**src/rtl/aes_pkg.sv**
```systemverilog
// Shared AES definitions: round count, key-index width, FSM states, inverse S-box
// and GF(2^8) helpers used by the inverse round datapath.
package aes_pkg;

    localparam int NR     = 14;
    localparam int KIDX_W = 4;

    typedef enum logic [1:0] {
        IDLE,
        ROUND,
        DONE
    } fsm_t;

    localparam logic [7:0] INV_SBOX [256] = '{
        8'h52, 8'h09, 8'h6a, 8'hd5, 8'h30, 8'h36, 8'ha5, 8'h38, 8'hbf, 8'h40, 8'ha3, 8'h9e, 8'h81, 8'hf3, 8'hd7, 8'hfb,
        8'h7c, 8'he3, 8'h39, 8'h82, 8'h9b, 8'h2f, 8'hff, 8'h87, 8'h34, 8'h8e, 8'h43, 8'h44, 8'hc4, 8'hde, 8'he9, 8'hcb,
        8'h54, 8'h7b, 8'h94, 8'h32, 8'ha6, 8'hc2, 8'h23, 8'h3d, 8'hee, 8'h4c, 8'h95, 8'h0b, 8'h42, 8'hfa, 8'hc3, 8'h4e,
        8'h08, 8'h2e, 8'ha1, 8'h66, 8'h28, 8'hd9, 8'h24, 8'hb2, 8'h76, 8'h5b, 8'ha2, 8'h49, 8'h6d, 8'h8b, 8'hd1, 8'h25,
        8'h72, 8'hf8, 8'hf6, 8'h64, 8'h86, 8'h68, 8'h98, 8'h16, 8'hd4, 8'ha4, 8'h5c, 8'hcc, 8'h5d, 8'h65, 8'hb6, 8'h92,
        8'h6c, 8'h70, 8'h48, 8'h50, 8'hfd, 8'hed, 8'hb9, 8'hda, 8'h5e, 8'h15, 8'h46, 8'h57, 8'ha7, 8'h8d, 8'h9d, 8'h84,
        8'h90, 8'hd8, 8'hab, 8'h00, 8'h8c, 8'hbc, 8'hd3, 8'h0a, 8'hf7, 8'he4, 8'h58, 8'h05, 8'hb8, 8'hb3, 8'h45, 8'h06,
        8'hd0, 8'h2c, 8'h1e, 8'h8f, 8'hca, 8'h3f, 8'h0f, 8'h02, 8'hc1, 8'haf, 8'hbd, 8'h03, 8'h01, 8'h13, 8'h8a, 8'h6b,
        8'h3a, 8'h91, 8'h11, 8'h41, 8'h4f, 8'h67, 8'hdc, 8'hea, 8'h97, 8'hf2, 8'hcf, 8'hce, 8'hf0, 8'hb4, 8'he6, 8'h73,
        8'h96, 8'hac, 8'h74, 8'h22, 8'he7, 8'had, 8'h35, 8'h85, 8'he2, 8'hf9, 8'h37, 8'he8, 8'h1c, 8'h75, 8'hdf, 8'h6e,
        8'h47, 8'hf1, 8'h1a, 8'h71, 8'h1d, 8'h29, 8'hc5, 8'h89, 8'h6f, 8'hb7, 8'h62, 8'h0e, 8'haa, 8'h18, 8'hbe, 8'h1b,
        8'hfc, 8'h56, 8'h3e, 8'h4b, 8'hc6, 8'hd2, 8'h79, 8'h20, 8'h9a, 8'hdb, 8'hc0, 8'hfe, 8'h78, 8'hcd, 8'h5a, 8'hf4,
        8'h1f, 8'hdd, 8'ha8, 8'h33, 8'h88, 8'h07, 8'hc7, 8'h31, 8'hb1, 8'h12, 8'h10, 8'h59, 8'h27, 8'h80, 8'hec, 8'h5f,
        8'h60, 8'h51, 8'h7f, 8'ha9, 8'h19, 8'hb5, 8'h4a, 8'h0d, 8'h2d, 8'he5, 8'h7a, 8'h9f, 8'h93, 8'hc9, 8'h9c, 8'hef,
        8'ha0, 8'he0, 8'h3b, 8'h4d, 8'hae, 8'h2a, 8'hf5, 8'hb0, 8'hc8, 8'heb, 8'hbb, 8'h3c, 8'h83, 8'h53, 8'h99, 8'h61,
        8'h17, 8'h2b, 8'h04, 8'h7e, 8'hba, 8'h77, 8'hd6, 8'h26, 8'he1, 8'h69, 8'h14, 8'h63, 8'h55, 8'h21, 8'h0c, 8'h7d
    };

    function automatic logic [7:0] inv_sbox(input logic [7:0] b);
        return INV_SBOX[b];
    endfunction

    function automatic logic [7:0] xtime(input logic [7:0] b);
        return {b[6:0], 1'b0} ^ (b[7] ? 8'h1b : 8'h00);
    endfunction

    // Multiplier constants of InvMixColumns (0x09..0x0e) all fit in four bits.
    function automatic logic [7:0] gf_mul(input logic [7:0] a, input logic [3:0] m);
        logic [7:0] p;
        logic [7:0] x;
        logic [3:0] k;
        p = 8'h00;
        x = a;
        k = m;
        for (int i = 0; i < 4; i++) begin
            if (k[0]) p = p ^ x;
            x = xtime(x);
            k = k >> 1;
        end
        return p;
    endfunction

endpackage

```
**src/rtl/aes_inv_round_fun.sv**
```systemverilog
// One AES inverse round, purely combinational:
// InvShiftRows -> InvSubBytes -> AddRoundKey -> InvMixColumns (skipped when inLast=1).
module aes_inv_round_fun
    import aes_pkg::*;
(
    input  logic [127:0] inData,
    input  logic [127:0] inKey,
    input  logic         inLast,
    output logic [127:0] outData
);

    // Byte i of the block is (row i%4, column i/4) and sits at [127-8i -: 8].
    for (genvar c = 0; c < 4; c++) begin : g_col
        logic [31:0] ark;
        logic [31:0] mix;

        for (genvar r = 0; r < 4; r++) begin : g_row
            localparam int SRC = ((c - r + 4) % 4) * 4 + r;
            localparam int DST = c * 4 + r;
            assign ark[31-8*r -: 8] = inv_sbox(inData[127-8*SRC -: 8]) ^ inKey[127-8*DST -: 8];
        end

        assign mix[31:24] = gf_mul(ark[31:24], 4'he) ^ gf_mul(ark[23:16], 4'hb) ^
                            gf_mul(ark[15:8],  4'hd) ^ gf_mul(ark[7:0],   4'h9);
        assign mix[23:16] = gf_mul(ark[31:24], 4'h9) ^ gf_mul(ark[23:16], 4'he) ^
                            gf_mul(ark[15:8],  4'hb) ^ gf_mul(ark[7:0],   4'hd);
        assign mix[15:8]  = gf_mul(ark[31:24], 4'hd) ^ gf_mul(ark[23:16], 4'h9) ^
                            gf_mul(ark[15:8],  4'he) ^ gf_mul(ark[7:0],   4'hb);
        assign mix[7:0]   = gf_mul(ark[31:24], 4'hb) ^ gf_mul(ark[23:16], 4'hd) ^
                            gf_mul(ark[15:8],  4'h9) ^ gf_mul(ark[7:0],   4'he);

        assign outData[127-32*c -: 32] = inLast ? ark : mix;
    end

endmodule

```
**src/rtl/aes_dec_round_iter.sv**
```systemverilog
// Iterative AES-256 decryptor, one inverse round per clock with keys fetched by index.
// Optional AES_DEC_ZEROIZE_EN: clears the state after delivery and masks outData while idle.
module aes_dec_round_iter
    import aes_pkg::*;
(
    input  logic              inClk,
    input  logic              inRst,
    input  logic              inValid,
    output logic              outReady,
    input  logic [127:0]      inData,
    output logic [KIDX_W-1:0] outKeyIdx,
    input  logic [127:0]      inKey,
    output logic              outValid,
    input  logic              inReady,
    output logic [127:0]      outData
);

    fsm_t              fsm;
    logic [KIDX_W-1:0] cnt;
    logic [127:0]      state;
    logic [127:0]      round_out;
    logic              last_round;

    assign last_round = (cnt == '0);

    aes_inv_round_fun u_round (
        .inData  (state),
        .inKey   (inKey),
        .inLast  (last_round),
        .outData (round_out)
    );

    // NOTE: reset is tested first inside the clocked block so it overrides every transition.
    always_ff @(posedge inClk) begin
        if (inRst) begin
            fsm   <= IDLE;
            cnt   <= '0;
            state <= '0;
        end else begin
            case (fsm)
                IDLE: begin
                    if (inValid) begin
                        state <= inData ^ inKey;
                        cnt   <= KIDX_W'(NR - 1);
                        fsm   <= ROUND;
                    end
`ifdef AES_DEC_ZEROIZE_EN
                    else begin
                        state <= '0;
                    end
`endif
                end
                ROUND: begin
                    state <= round_out;
                    if (last_round) fsm <= DONE;
                    else            cnt <= cnt - 1'b1;
                end
                DONE: begin
                    if (inReady) begin
                        fsm <= IDLE;
`ifdef AES_DEC_ZEROIZE_EN
                        state <= '0;
`endif
                    end
                end
                default: fsm <= IDLE;
            endcase
        end
    end

    // Ready is masked by reset so nothing is offered while the block is held in reset.
    assign outReady  = (fsm == IDLE) && !inRst;
    assign outValid  = (fsm == DONE);
    assign outKeyIdx = (fsm == ROUND) ? cnt : KIDX_W'(NR);

`ifdef AES_DEC_ZEROIZE_EN
    assign outData = outValid ? state : '0;
`else
    assign outData = state;
`endif

endmodule

```
**config.mk**
```make
export PLATFORM = sky130hd
export DESIGN_NAME = aes_dec_round_iter
export DESIGN_NICKNAME = d
export VERILOG_FILES = /design/src/rtl/aes_pkg.sv /design/src/rtl/aes_inv_round_fun.sv /design/src/rtl/aes_dec_round_iter.sv
export SDC_FILE = /design/constraint.sdc
export NUM_CORES = 2
export LEC_CHECK = 0
export ABC_AREA = 0
export BUFFER_PORTS_ARGS = -buffer_cell sky130_fd_sc_hd__buf_2
export CAP_MARGIN = 20
export CORE_ASPECT_RATIO = 2
export CORE_UTILIZATION = 60
export CTS_CLUSTER_DIAMETER = 50
export DETAILED_ROUTE_END_ITERATION = 8
export PLACE_DENSITY = 0.87
export SLEW_MARGIN = 5
export SYNTH_ARGS = -nofsm -noshare
export SYNTH_HDL_FRONTEND = slang
export SYNTH_SLANG_ARGS = --single-unit
```
**constraint.sdc**
```tcl
create_clock -name inClk -period 8.65 [get_ports inClk]
set_clock_uncertainty 0.15 [all_clocks]
set_input_delay 0.4325 -clock inClk [delete_from_list [all_inputs] [get_ports inClk]]
set_output_delay 0.4325 -clock inClk [all_outputs]
set_load 0.005 [all_outputs]
```
==> results of run 1 <==
per-layer routing:
layer | track usage | GRT overflow
met5 | 0.240 | 2
met4 | 0.775 | 562
met3 | 0.662 | 12
met2 | 0.947 | 768
met1 | 0.785 | 3
logic make-up after synthesis:
group | Yosys count | share of synthesized area
compound gates | 3915 | 0.369
simple gates | 3298 | 0.220
buf+inv | 1461 | 0.0917
xor+xnor | 967 | 0.156
mux | 382 | 0.0790
fa+ha+maj | 296 | 0.0484
flops | 134 | 0.0351
per-stage QoR:
stage | cell area, um2 | std cells | util | hold slack, ns
2_1_floorplan | 76500 | 10500 | - | 0.295
3_3_place_gp | 76500 | 11500 | 0.607 | 0.302
3_5_place_dp | 76500 | 11500 | 0.607 | 0.311
4_1_cts | 77100 | 11600 | 0.612 | 0.0800
Yosys cell counts, types with 170 or more instances:
library cell	n
nor2b_1	321
o211ai_1	224
nor2_1	622
nand2_1	767
a21oi_1	701
a31oi_1	205
mux4_2	170
clkbuf_1	579
buf_2	439
xor2_1	193
nand2b_1	380
a221oi_1	191
o21ai_0	629
inv_1	171
a211oi_1	302
xnor2_1	501
ha_1	296
nand3_1	224
nor3_1	320
==> reports/results.tsv, run 1 <==
stage	metric	value	unit
placement	globalplace.congestion	1.31	
clock_network	postCtsSetupBuffers	0	
synth	synth.distinct_cells	126	
floorplanning	ioPinCount	394	
synth	synth_seq_area_share	0.0351	
placement	io_buffers	393	
floorplanning	dieWidth	254	um
global_route	grt_start_max_net_pins	107	
clock_network	hold_buffers	0	
synth	syn_inst	10500	
synth	synth.largest_area_cell	xnor2_1	
global_route	grt_use_total	0.789	
outcome	tool.error	[ERROR GRT-0116] Global routing finished with congestion. Check the congestion regions in the DRC Viewer.	
synth	synth_edf_count	0	
clock_network	clock-sinks	134	
floorplanning	start_util	0.607	
global_route	grt_pass1_vias	105000	
synth	ys.flop_type	dfxtp_1	
floorplanning	die_h	507	um
synth	synth_area	76500	um2
global_route	grt_overflow_total	1347	
clock_network	clock_path_buffers	2	
floorplanning	num_rows	184	
synth	yosys_register_bits	134	
synth	synth_top_area_share	0.0574	
placement	place_ws	1.63	ns
clock_network	htree_num_levels	4	
synth	ys.warnings.count	0	
synth	syn-mean-instance-area	7.31	um2
placement	dp_hpwl	311000	um
outcome	status	did not finish	
synth	synthTopCellsByArea	xnor2_1, mux4_2, ha_1, xnor3_1, a21oi_1	
synth	synth_nets	11000	
outcome	stop_stage	global routing (5_1_grt)	
clock_network	cts_resized	0	
clock_network	cts_buffers	17	
synth	async_flop_share	0	
global_route	grt_pass1_wl	789000	um
clock_network	clockRootBuffer	clkbuf_16	
==> run 2, diff against run 1 <==
- CORE_ASPECT_RATIO: 2 -> not set
- CORE_UTILIZATION: 60 -> 40
- CTS_CLUSTER_DIAMETER: 50 -> not set
- PLACE_DENSITY: 0.87 -> not set
- PLACE_DENSITY_LB_ADDON: not set -> 0.15
==> reports/results.tsv, run 2 <==
stage	metric	value	unit	change
critical_path	path_cells	inv_1, ha_1, or2_1, a21oi_1, o32ai_1, a221oi_1, o22ai_1, xor2_2, xnor3_2, xnor2_4, xnor3_1, xnor3_1, a21oi_1, a211oi_2		
synth	synthMuxAreaShare	0.0790		unchanged
critical_path	worst-path-buf-inv	1		
global_route	grt_pass1_wl	630000	um	
final_layout	multi_input_area	66800	um2	
routing	routedWlPerCell	35.5	um	
synth	syn_inst	10500		unchanged
critical_path	critPathRequiredTime	8.91	ns	
clock_network	clockRootBuffer	clkbuf_16		
routing	finalWirelength	442000	um	
critical_path	worst_setup_path_start_kind	flop		
synth	synth_edf_count	0		unchanged
final_layout	regArea	2840	um2	
clock_network	cts_tree	done		
timing	slew_headroom	0.157		
min_path	hold_class	in -> reg		
floorplanning	ioPinCount	394		unchanged
placement	dp_hpwl	316000	um	+1.7%
synth	synth_seq_area_share	0.0351		unchanged
synth	syn-mean-instance-area	7.31	um2	unchanged
timing	hold_viol	0		
synth	synth_nets	11000		unchanged
routing	ant_nets	0		
placement	dp_cells	12400		+7.5%
final_layout	final_common_cell	nand2_1		
clock_network	cts_resized	0		unchanged
final_layout	drive_above_1_share	0.138		
synth	synth_compound_area_frac	0.369		unchanged
global_route	grt_overflow_total	0		
clock_network	cts_buffers	17		unchanged
synth	yosysMostFrequentCell	nand2_1		
floorplanning	num_rows	160		-13%
global_route	grt_start_max_net_pins	122		
synth	netlist_top_cells_count	nand2_1, a21oi_1, o21ai_0		
routing	num_vias	92300		
timing	finalMaxSlewViolations	0		
timing	fin_crit	7.05	ns	
synth	synth_area	76500	um2	unchanged
timing	fmax	0.142	GHz	
synth	synth_xor_area_frac	0.156		unchanged
critical_path	critical_path_peak_fanout	21		
placement	globalplace.congestion	1.03		-21%
timing	setup_tns	0	ns	
floorplanning	die_h	439	um	-13%
critical_path	crit_path_end_kind	flop		
critical_path	crit_slowest_cell	dfxtp_1		
synth	synthTopCellsByArea	xnor2_1, mux4_2, ha_1, xnor3_1, a21oi_1		
routing	drt_iter0_markers	15900		
floorplanning	start_util	0.402		-0.205
floorplanning	core	190000	um2	
routing	firstDrtPassIters	9		
synth	synth_top_area_share	0.0574		unchanged
final_layout	syn_to_final_growth	2.76	%	
final_layout	largest_reg_flops	128		
timing	worstMarginPinSlew	1.23	ns	
placement	io_buffers	393		unchanged
final_layout	stdcell_count	12500		
global_route	grt_use_total	0.434		
critical_path	crit_type	reg -> reg		
clock_network	clock-sinks	134		unchanged
critical_path	timing.critical_path.arrival	7.31	ns	
routing	via_per_inst	7.40		
synth	synth-adder-area-share	0.0484		unchanged
final_layout	mostFrequentLayoutCells	nand2_1, a21oi_1, o21ai_0, nor2_1, xnor2_1		
synth	async_flop_share	0		unchanged
clock_network	clock_path_buffers	2		unchanged
synth	synth_top_family_by_area	compound AO/OA/AOI/OAI gates		
floorplanning	dieWidth	439	um	+73%
final_layout	fillers	20000		
routing	drc	0		
synth	ys.flop_type	dfxtp_1		
synth	synth.distinct_cells	126		unchanged
outcome	status	complete, no violations		
synth	ys.warnings.count	0		unchanged
timing	setup_violations	0		
synth	yosys_register_bits	134		unchanged
clock_network	htree_num_levels	4		unchanged
synth	synth.largest_area_cell	xnor2_1		
global_route	grt_pass1_vias	83900		
clock_network	path_clk_slew	0.08	ns	
critical_path	critPathTopFamily	XOR/XNOR gates		
clock_network	postCtsSetupBuffers	0		unchanged
timing	rsz0062_at_grt	false		
final_layout	nNetsFinal	10500		
critical_path	r2r_slack	1.60	ns	
critical_path	critPathMaxStageDelay	0.99	ns	
clock_network	hold_buffers	2		+2
floorplanning	design.die.area	193000	um2	
clock_network	worstSkewPairLatency	0.55	ns	
timing	fin_crit_sh	0.815		
global_route	antenna_found_initial	36		
synth	synth_simple_gate_area_frac	0.220		unchanged
timing	whs	0.0564	ns	
run	maxCapViolCount	0		
## run 2: logic make-up (layout without fill, tap and decap cells)
| logic type | Yosys count | in the layout |
|---|---|---|
| AO/OA/AOI/OAI | 3915 | 3915 |
| XOR/XNOR | 967 | 967 |
| adder cells (fa/ha/maj) | 296 | 296 |
| buffers and inverters | 1461 | 933 |
| flip-flops | 134 | 134 |
| multiplexers | 382 | 382 |
| other | 0 | 26 |
| AND/OR/NAND/NOR | 3298 | 3298 |
## run 2: final timing paths
path / startpoint / end / cells after the start
worst max-delay path: outData[56]$_SDFFE_PP0P_ / outData[51]$_SDFFE_PP0P_ / 14
worst min-delay path: inRst / cnt[1]$_SDFFE_PP0P_ / 2
worst max register to register: outData[56]$_SDFFE_PP0P_ / outData[51]$_SDFFE_PP0P_ / 14
worst min register to register: cnt[0]$_SDFFE_PP0P_ / cnt[0]$_SDFFE_PP0P_ / 2
## run 2: layout make-up
| type | count | share of cell area |
|---|---|---|
| tap | 2511 | 0.0400 |
| antenna | 26 | 0.000828 |
| timing repair buffer | 692 | 0.0542 |
| inverter | 209 | 0.00999 |
| clock inverter | 11 | 0.00220 |
| multi-input combinational | 8858 | 0.851 |
| clock buffer | 21 | 0.00600 |
| sequential | 134 | 0.0362 |
## run 2: worst reg2reg max path: cells and delay by family (launching register included)
family	cells	cell delay [ns]
flops	1	0.99
buf+inv	1	0.47
simple gates	1	0.49
xor+xnor	5	2.49
fa+ha+maj	1	0.69
compound gates	6	1.62
## run 2: metal layers
layer / wire length, um / global-route usage / part of all wire
met1: 168000 / 0.563 / 0.38
met2: 190000 / 0.649 / 0.43
met3: 49600 / 0.0925 / 0.11
met4: 34300 / 0.280 / 0.078
met5: 115 / 0 / 0.00026
## run 2: through the flow
stage / instance area (um2) / util / setup WS [ns]
floorplan: 76500 / - / 3.33
finish: 78600 / 0.414 / 1.60
CTS: 78500 / 0.413 / 1.78
detailed placement: 77800 / 0.410 / 1.79
global route: 78500 / 0.413 / 1.46
global placement: 77800 / 0.410 / 1.75
Power of run 2 is left out: the tool's default activity adds up to more than one toggle a clock period on the data nets, which glitch-free logic cannot reach.
